**src/rtl/demux_pkg.sv**
```systemverilog
// Shared constants and helpers for the buffered 1-to-8 demultiplexer.
// Channel count, select width and transfer counter width live here.
package demux_pkg;

    localparam int NUM_CH = 8;
    localparam int SEL_W  = 3;
    localparam int CNT_W  = 16;

    // One-hot decode of a channel select
    function automatic logic [NUM_CH-1:0] chDecode(input logic [SEL_W-1:0] sel);
        logic [NUM_CH-1:0] oneHot;
        oneHot      = '0;
        oneHot[sel] = 1'b1;
        return oneHot;
    endfunction

endpackage

```
**src/rtl/demux_slot.sv**
```systemverilog
// One output channel slot: a valid bit plus a data register.
// A load wins over a drain so a same-cycle refill causes no bubble.
module demux_slot
    import demux_pkg::*;
#(
    parameter int WIDTH = 32
) (
    input  logic             clk,
    input  logic             rst_n,
    input  logic             load,
    input  logic             drain,
    input  logic [WIDTH-1:0] loadData,
    output logic             valid,
    output logic [WIDTH-1:0] data
);

    // Slot state: load a new word, else drop it once consumed
    always_ff @(posedge clk or negedge rst_n) begin
        if (!rst_n) begin
            valid <= 1'b0;
            data  <= '0;
        end else if (load) begin
            valid <= 1'b1;
            data  <= loadData;
        end else if (drain) begin
            valid <= 1'b0;
        end
    end

endmodule

```
**src/rtl/demux_1x8_buf.sv**
```systemverilog
// Buffered 1-to-8 demultiplexer with per-channel valid/ready slots.
// Decode, in_ready mux and the accept counter sit at this level.
module demux_1x8_buf
    import demux_pkg::*;
#(
    parameter int WIDTH = 32
) (
    input  logic                    clk,
    input  logic                    rst_n,
    input  logic                    in_valid,
    output logic                    in_ready,
    input  logic [WIDTH-1:0]        in_data,
    input  logic [SEL_W-1:0]        in_sel,
    output logic [NUM_CH-1:0]       out_valid,
    input  logic [NUM_CH-1:0]       out_ready,
    output logic [NUM_CH*WIDTH-1:0] out_data,
    output logic [CNT_W-1:0]        xfer_cnt,
    output logic                    idle
);

    logic              accept;
    logic [NUM_CH-1:0] loadVec;
    logic [NUM_CH-1:0] drainVec;

    // Target slot can take a word if empty or draining this cycle
    always_comb begin
        in_ready = ~out_valid[in_sel] | out_ready[in_sel];
        accept   = in_valid & in_ready;
        loadVec  = accept ? chDecode(in_sel) : '0;
        drainVec = out_valid & out_ready;
        idle     = (out_valid == '0);
    end

    for (genvar k = 0; k < NUM_CH; k++) begin : gSlot
        demux_slot #(
            .WIDTH(WIDTH)
        ) uSlot (
            .clk     (clk),
            .rst_n   (rst_n),
            .load    (loadVec[k]),
            .drain   (drainVec[k]),
            .loadData(in_data),
            .valid   (out_valid[k]),
            .data    (out_data[k*WIDTH +: WIDTH])
        );
    end

    // Count accepted words, wrapping naturally at the counter width
    always_ff @(posedge clk or negedge rst_n) begin
        if (!rst_n) begin
            xfer_cnt <= '0;
        end else if (accept) begin
            xfer_cnt <= xfer_cnt + CNT_W'(1);
        end
    end

endmodule

```
**config.mk**
```make
export PLATFORM = sky130hd
export DESIGN_NAME = demux_1x8_buf
export DESIGN_NICKNAME = d
export VERILOG_FILES = /design/src/rtl/demux_pkg.sv /design/src/rtl/demux_slot.sv /design/src/rtl/demux_1x8_buf.sv
export SDC_FILE = /design/constraint.sdc
export NUM_CORES = 1
export LEC_CHECK = 0
export ABC_AREA = 1
export CAP_MARGIN = 20
export CORE_MARGIN = 8
export CORE_UTILIZATION = 41
export DETAILED_ROUTE_END_ITERATION = 12
export DONT_BUFFER_PORTS = 1
export PLACE_DENSITY = 0.6
export SLEW_MARGIN = 20
export SYNTH_ARGS = -nofsm -noshare
export SYNTH_HDL_FRONTEND = slang
export SYNTH_SLANG_ARGS = --single-unit
```
**constraint.sdc**
```tcl
create_clock -name clk -period 6.2 [get_ports clk]
set_input_delay 1.55 -clock clk [delete_from_list [all_inputs] [get_ports clk]]
set_output_delay 1.55 -clock clk [all_outputs]
set_load 0.005 [all_outputs]
```
* After elaboration in Yosys (flattened, before gate mapping)
Index checks and enable logic that the tools add are counted.
W data, S select, Z words.
** Cells by class
- Add/sub/neg operators :: 1
- $lt $le $gt $ge :: 2
- Mux-type cells :: 23
- Bitwise gates (word level) :: 4
- Reduce and logical (&&, ||, !) cells :: 10
** Operators with widths (number)
- $mux W1 :: 19
- $add A16 B1 Y16 const B :: 1
- $reduce_bool A2 Y1 :: 8
- $and A8 B8 Y8 :: 1
- $logic_not A8 Y1 :: 1
- $mux W8 :: 1
- $bmux W1 S3 :: 2
- $lt A3 B4 Y1 const B :: 1
- $demux W1 S3 :: 1
- $ge A3 B1 Y1 const B :: 1
- $and A1 B1 Y1 :: 1
- $logic_and A1 B1 Y1 :: 1
- $not A1 Y1 :: 1
- $or A1 B1 Y1 :: 1
** Word-level totals
- Register bits :: 280

* Logic depth before layout (Yosys ltp)
Gate-level depths: netlist of the first run.
- Depth after elaboration :: 7
- Gate-level depth with buffers :: 13
- Gate-level depth less buffers :: 10

* Cells and area by module
A second synthesis of the first run with hierarchy kept.
** Unflattened totals
- Cells, all modules :: 1359
- Area, all modules :: 12000.3 µm²
** By module, submodules not included
- demux_slot :: times used 8, cells an instance 140, area each 1326.3 µm²
- demux_1x8_buf :: times used 1, cells an instance 239, area each 1390.1 µm²

* Worst setup path after synthesis of the first run
OpenSTA, ideal clock, no wires.
- Path kind :: input to output
- From :: in in_sel[0]
- To :: out in_ready
- Arrival :: 2.590 ns
- Path slack :: 2.060 ns
- Cell stages on the path :: 8
- Buffers on the path :: 3
- Cell sequence :: buf_2 -> or2_1 -> nand3_1 -> nand3_1 -> nor2_1 -> nand2_2 -> buf_6 -> buf_2
** Between the ends
- Cells in the longest elaborated chain, start to end :: 4
** Ends and longest elaborated chain
- start: declaration :: line demux_1x8_buf.sv:13 : input logic [SEL_W-1:0] in_sel,
- $bmux W1 S3 :: line demux_1x8_buf.sv:27 : in_ready = ~out_valid[in_sel] | out_ready[in_sel];
- $mux W1 (implied by the code) :: line demux_1x8_buf.sv:27
- $not A1 Y1 :: line demux_1x8_buf.sv:27
- $or A1 B1 Y1 * :: line demux_1x8_buf.sv:27
- end: declaration :: line demux_1x8_buf.sv:11 : output logic in_ready,
Every way passes the cells marked *; elsewhere a longest branch is shown, timed or not. The select of a mux whose other input is x is not followed.

* Worst setup path in the final report of the first run
Ends and elaborated chain as after synthesis.

==> results of run 1 <==
==> report_power, final <==
part           switching [uW]  internal (uW)
Combinational             293            184
Sequential                448           2230
Clock                     742           1030
==> cell usage in the layout, fill, tap and decap left out, drive strengths merged, types with 7 or more instances in the layout <==
master  Yosys  routed
nand3      33      33
clkinv      0       7
xor2        8       8
buf        68       8
o21ai      16      16
nor2       15      15
nand4     261     261
nand2     570     570
inv        24      26
dfrtp     280     280
nor3       12      12
clkbuf     87      43
==> worst paths after layout <==
check / start / to / slack [ps] / cells past startpoint
max: in_sel[0] / in_ready / 1950 / 5
min in group asynchronous: rst_n / gSlot[4].uSlot.data[29] / 700 / 0
min reg2reg: gSlot[7].uSlot.data[8] / gSlot[7].uSlot.data[8] / 500 / 2
min: gSlot[7].uSlot.data[8] / gSlot[7].uSlot.data[8] / 500 / 2
max in group asynchronous: rst_n / gSlot[5].uSlot.data[8] / 5020 / 0
max reg2reg: gSlot[3].uSlot.valid / gSlot[1].uSlot.data[21] / 3280 / 10
==> cell usage after synthesis, drive strengths merged <==
library cell | instances | share of area [%]
o21ai | 16 | 0.65
xor2 | 8 | 0.57
or2 | 1 | 0.051
dfrtp | 280 | 57
nand3b | 1 | 0.061
buf | 68 | 4.2
nand3 | 33 | 1.5
nor2 | 15 | 0.46
xnor2 | 6 | 0.43
inv | 24 | 0.73
nor3 | 12 | 0.53
ha | 1 | 0.10
nand4 | 261 | 13
clkbuf | 87 | 3.0
nand2 | 570 | 17
==> metal layers <==
metal	vias to the layer above	global-route usage (%)	part of all wire (%)
met2	366	33.7	45
met4	0	5.62	2.2
met5	-	0	0
met3	56	9.03	12
li1	4405	-	-
met1	4815	30.1	41
==> worst max-delay path, cell delays in order <==
cell     delay, ps
or2_1          210
nand3_1         60
nand3_1         60
nor2_1         290
nand2_8        490
==> state kept, by name (all words and copies together), names as in the netlist <==
register / count
gSlot.uSlot.data: 256
xfer_cnt: 16
gSlot.uSlot.valid: 8
==> per-stage QoR <==
step	area (um2)	instances	hold WS [ps]	utilization, %
detailed placement	12000	1626	496	40.8
CTS	13000	1680	510	44.0
finish	13000	1680	503	44.0
global placement	12000	1626	489	40.8
floorplan	12300	1383	465	-
global route	13000	1680	522	44.0
==> kinds of logic (layout without fill, tap and decap cells) <==
group                    Yosys count  after routing  share of synthesized area (%)
XOR/XNOR                          14             14                          0.998
buffers and inverters            179             86                           7.92
flip-flops                       280            280                           57.0
AO/OA/AOI/OAI                     16             16                          0.652
adder cells (fa/ha/maj)            1              1                          0.102
AND/OR/NAND/NOR                  893            893                           33.3
==> layout make-up <==
type	instances	area, um2	area share [%]
sequential	280	7010	53.9
multi-input combinational	924	4390	33.7
clock buffer	43	851	6.54
tap	390	488	3.75
clock inverter	11	113	0.865
inverter	24	90.1	0.692
timing repair buffer	8	72.6	0.558
==> impl_results.md, run 1 <==
- Final Max Slew Viols: 0
- Buffers inserted by post-CTS timing repair: 0
- Initial antenna violation count: 0
- Maximum level of the CTS H-tree: 1
- Standard-cell row count: 63
- Setup repair after global routing missed its margin: no
- Crit path max fanout: 110
- Number of vias after detailed routing: 9,642
- Startpoint-to-endpoint class of the critical path: input port to output pin
- Smallest setup slack after layout: 1950 ps
- Worst slack, placed: 1950 ps
- Half-perimeter wire length of the detailed placement result: 25,600 um
- Power Dens Cells: 379 nW/um2
- TritonRoute pass-1 iters: 4
- Number of design rule violations left after detail routing: 0
- Global routing usage summed across all routing layers: roughly 23%
- Fin crit period: 4250 ps
- Cts bufs inserted: 30
- Actual slew at the worst max-slew pin: 1050 ps
- Core Box Area: 29,600 um2
- Proportion of layout cells with a drive suffix above 1: 5.66%
- Worst Hold Class: flip-flop to flip-flop
- Layout overhead on the synthesized area: 5.91%
- Wire length per cell after detailed routing: 24.7 um
- Clock-pin transition on the worst setup and hold timing paths: 60 ps
- Cts repair resizes: 0
- Synthesis warning total: 0
- Number of hold buffers added after cts: 0
- Count of filler cells inserted in the layout: 2,855
- Global-route wire length before repair: 63,000 um
- Clock tree root buffer cell: clkbuf_16
- Maximum number of pins on one net before global-route repair: 281
- Final Hold Violating Endpoints: 0
- Register area share after synthesis: between 50% and 60%
- Worst Setup Start Kind: input port
- Die height: between 150 and 200 um
- Average cell area after synthesis: between 8 and 9 um2
- Synthesized instance count: between 1,000 and 1,500
- Maximum clock skew at final layout: between 8 and 9 ps
- Cell area after synthesis: around 12,000 um2
- Period utilization: between 60% and 70%
- Top-Level Pins: 328
- Required time reported for the critical path endpoint: 4650 ps
- Setup_tns: 0 ps
- #FFs+latches synth: 280
- Detailed router's first-iteration violation count: 972
- Power consumption: slightly below 5000 uW
- VDD IR max: 0.210 mV
- Kind of end point of the critical path: output pin
- Clock latency on the worst-skew pair: 550 ps
- Final nets: 1,315
- Antenna Nets Post-Route: 0
- Status: finished, final reports clean
- Routed vias/inst: roughly 5.7
- Count of input and output buffers: 0
- Area of the die: between 30,000 and 40,000 um2
- Routability-driven placement congestion ratio: 0.824
- Final number of setup-violating endpoints: 0
- Diode count: 0
- Worst slew slack as a fraction of its limit: 30.1%
- Number of nets produced by synthesis: between 1,000 and 1,500
- Number of max-capacitance violations reported: 0
- Remaining Overflow, GRT: 0
- Cell leakage power: roughly 0.0065 uW
- TritonCTS clock tree: built
- Total wirelength of the detailed-routed design: 41,500 um
- Distinct cells, synth: 24
- Max Clk Rate: 236 MHz
- Clock Sink Count: between 200 and 300
- Vias in the first global route: 9,319
- Number of buffers on the longest clock path: 3
- Endpoint arrival time on the critical path: 2700 ps
- Die Wd: around 190 um
- Starting density of the core: 41.6%
(Power assumes the default switching activity.)
==> run 2, diff against run 1 <==
==> constraint.sdc (replaced) <==
create_clock -name clk -period 4.16 [get_ports clk]
set_input_delay 1.04 -clock clk [delete_from_list [all_inputs] [get_ports clk]]
set_output_delay 1.04 -clock clk [all_outputs]
set_load 0.005 [all_outputs]
==> run 2 against run 1 <==
Net effect: worst setup slack lost 820 ps; sequential power grew 49%; combinational power grew 49%; critical path type unchanged; power grew 50%; largest power group unchanged; highest routed layer unchanged; utilization grew 0.21 points.
==> impl_results.md, run 2 (same netlist as run 1, synthesis figures left out) <==
- Half-perimeter wire length of the detailed placement result: between 20,000 and 30,000 um
- Power Dens Cells: roughly 570 nW/um2
- Initial antenna violation count: 0
- Status: finished, final reports clean
- Starting density of the core: 41.6%
- Clock network fraction of design power: 36.5%
- Top flop regs: gSlot.uSlot.data x256, xfer_cnt x16, gSlot.uSlot.valid x8
- Cts repair resizes: 0
- Count of input and output buffers: 0
- Clock-pin transition on the worst setup and hold timing paths: 60 ps
- Routed vias/inst: between 5 and 6
- Final Max Slew Viols: 0
- Switching power of the nets: between 2000 and 2500 uW
- Area of the die: around 36,000 um2
- Final Hold Violating Endpoints: 0
- Required time reported for the critical path endpoint: 3120 ps
- Crit path max fanout: 46
- Number of hold buffers added after cts: 0
- Actual slew at the worst max-slew pin: 1000 ps
- Total wirelength of the detailed-routed design: about 41,000 um
- Cts bufs inserted: 31
- Max stage delay on crit path: 290 ps
- Vias in the first global route: 9,476
- Core Box Area: 29,600 um2
- Net switching fraction of the power: 30.1%
- Clock latency on the worst-skew pair: 550 ps
- Setup repair after global routing missed its margin: no
- Highest-count cells in the layout ignoring fill and taps: 569 x nand2_1, 280 x dfrtp_1, 261 x nand4_1
- Top-Level Pins: 328
- Maximum clock skew at final layout: 11.6 ps
- Period utilization: 72.9%
- CP top delay family: simple AND/OR/NAND/NOR gates
- Wire length per cell after detailed routing: between 20 and 25 um
- Number of design rule violations left after detail routing: 0
- Crit-path slowest cell: nor2_1
- Reg-to-reg critical path startpoint: gSlot[6].uSlot.valid
- Worst Setup Start Kind: input port
- Number of vias after detailed routing: 9,646
- Worst Hold Class: input port to async pin
- Portion of total power attributed to sequential cells: between 50% and 60%
- Routability-driven placement congestion ratio: 0.829
- Startpoint-to-endpoint class of the critical path: input port to output pin
- Combinational share of power: 9.6%
- Global routing usage summed across all routing layers: 22.3%
- Maximum number of pins on one net before global-route repair: 281
- Largest register by flop count: gSlot.uSlot.data
- Clock Sink Count: 280
- Endpoint arrival time on the critical path: approximately 2000 ps
- Power consumption: 7410 uW
- Setup_tns: 0 ps
- TritonCTS clock tree: built
- Die height: 189 um
- Antenna Nets Post-Route: 0
- Proportion of layout cells with a drive suffix above 1: about 6.3%
- Final cell count without fillers: 1,686
- Final number of setup-violating endpoints: 0
- Number of buffers on the longest clock path: 3
- Remaining Overflow, GRT: 0
- Post-placement cell count: approximately 1,600
- Cell leakage power: 0.00658 uW
- Launch point of the worst path: in_sel[2]
- Final nets: ~1,300
- Detailed router's first-iteration violation count: 758
- Commonest non-fill, non-tap cell in the layout: nand2_1
- Kind of end point of the critical path: output pin
- Global-route wire length before repair: between 60,000 and 70,000 um
- TritonRoute pass-1 iters: 5
- Die Wd: about 190 um
- Layout overhead on the synthesized area: 6.42%
- Critical path buffer and inverter count: 1
- Standard-cell row count: 63
- Worst slew slack as a fraction of its limit: about a third
- Clock tree root buffer cell: clkbuf_16
- Max Clk Rate: 330 MHz
- Buffers inserted by post-CTS timing repair: 0
- VDD IR max: 0.264 mV
- Internal power: slightly above 5000 uW
- Fin crit period: between 3000 and 4000 ps
- Number of flip-flops in the largest register: 256
- Number of max-capacitance violations reported: 0
- Maximum level of the CTS H-tree: 1
- Cells along the critical path: inv_2, nor2_1, nand3_1, nand3_1, nor2_1, nand2_8
==> run 2: layout make-up <==
class,count,area [um2]
timing repair buffer,11,82.6
multi-input combinational,924,4390
clock buffer,45,918
fill,2835,16500
tap,390,488
antenna,1,2.50
clock inverter,11,95.1
inverter,24,90.1
sequential,280,7010
==> run 2: power groups by stage <==
stage | sequential [uW] | clock, uW | combinational (uW)
after floorplan | 3740 | 0 | 704
after global placement | 4050 | 0 | 681
after detailed placement | 4050 | 0 | 721
after CTS | 4010 | 2760 | 721
after global routing | 4070 | 2870 | 860
final | 4000 | 2710 | 712
==> run 2: final timing paths <==
check                                                to  slack [ps]  cells past startpoint
worst max-delay path                           in_ready        1130                      6
worst min-delay path                       xfer_cnt[15]         190                      0
worst max register to register   gSlot[1].uSlot.data[9]        1720                     10
worst min register to register  gSlot[6].uSlot.data[12]         500                      2
max in group asynchronous       gSlot[0].uSlot.data[18]        3450                      0
min in group clk                gSlot[6].uSlot.data[12]         500                      2
==> run 2: layer usage <==
layer / global-route usage (%) / up-vias / share of wire, %
li1: - / 4398 / -
met4: 6.55 / 0 / 2.8
met5: 0 / - / 0
met2: 33.9 / 437 / 44
met3: 9.55 / 63 / 13
met1: 28.6 / 4748 / 40
==> run 2: through the flow <==
stage / cell area (um2) / hold slack (ps) / worst slack [ps] / util, %
after floorplan: 12300 / 465 / 1040 / -
after global placement: 12100 / 491 / 1070 / 40.8
after detailed placement: 12100 / 494 / 1070 / 40.8
after CTS: 13100 / 166 / 1140 / 44.2
after global routing: 13100 / 157 / 1080 / 44.2
final: 13100 / 187 / 1130 / 44.2
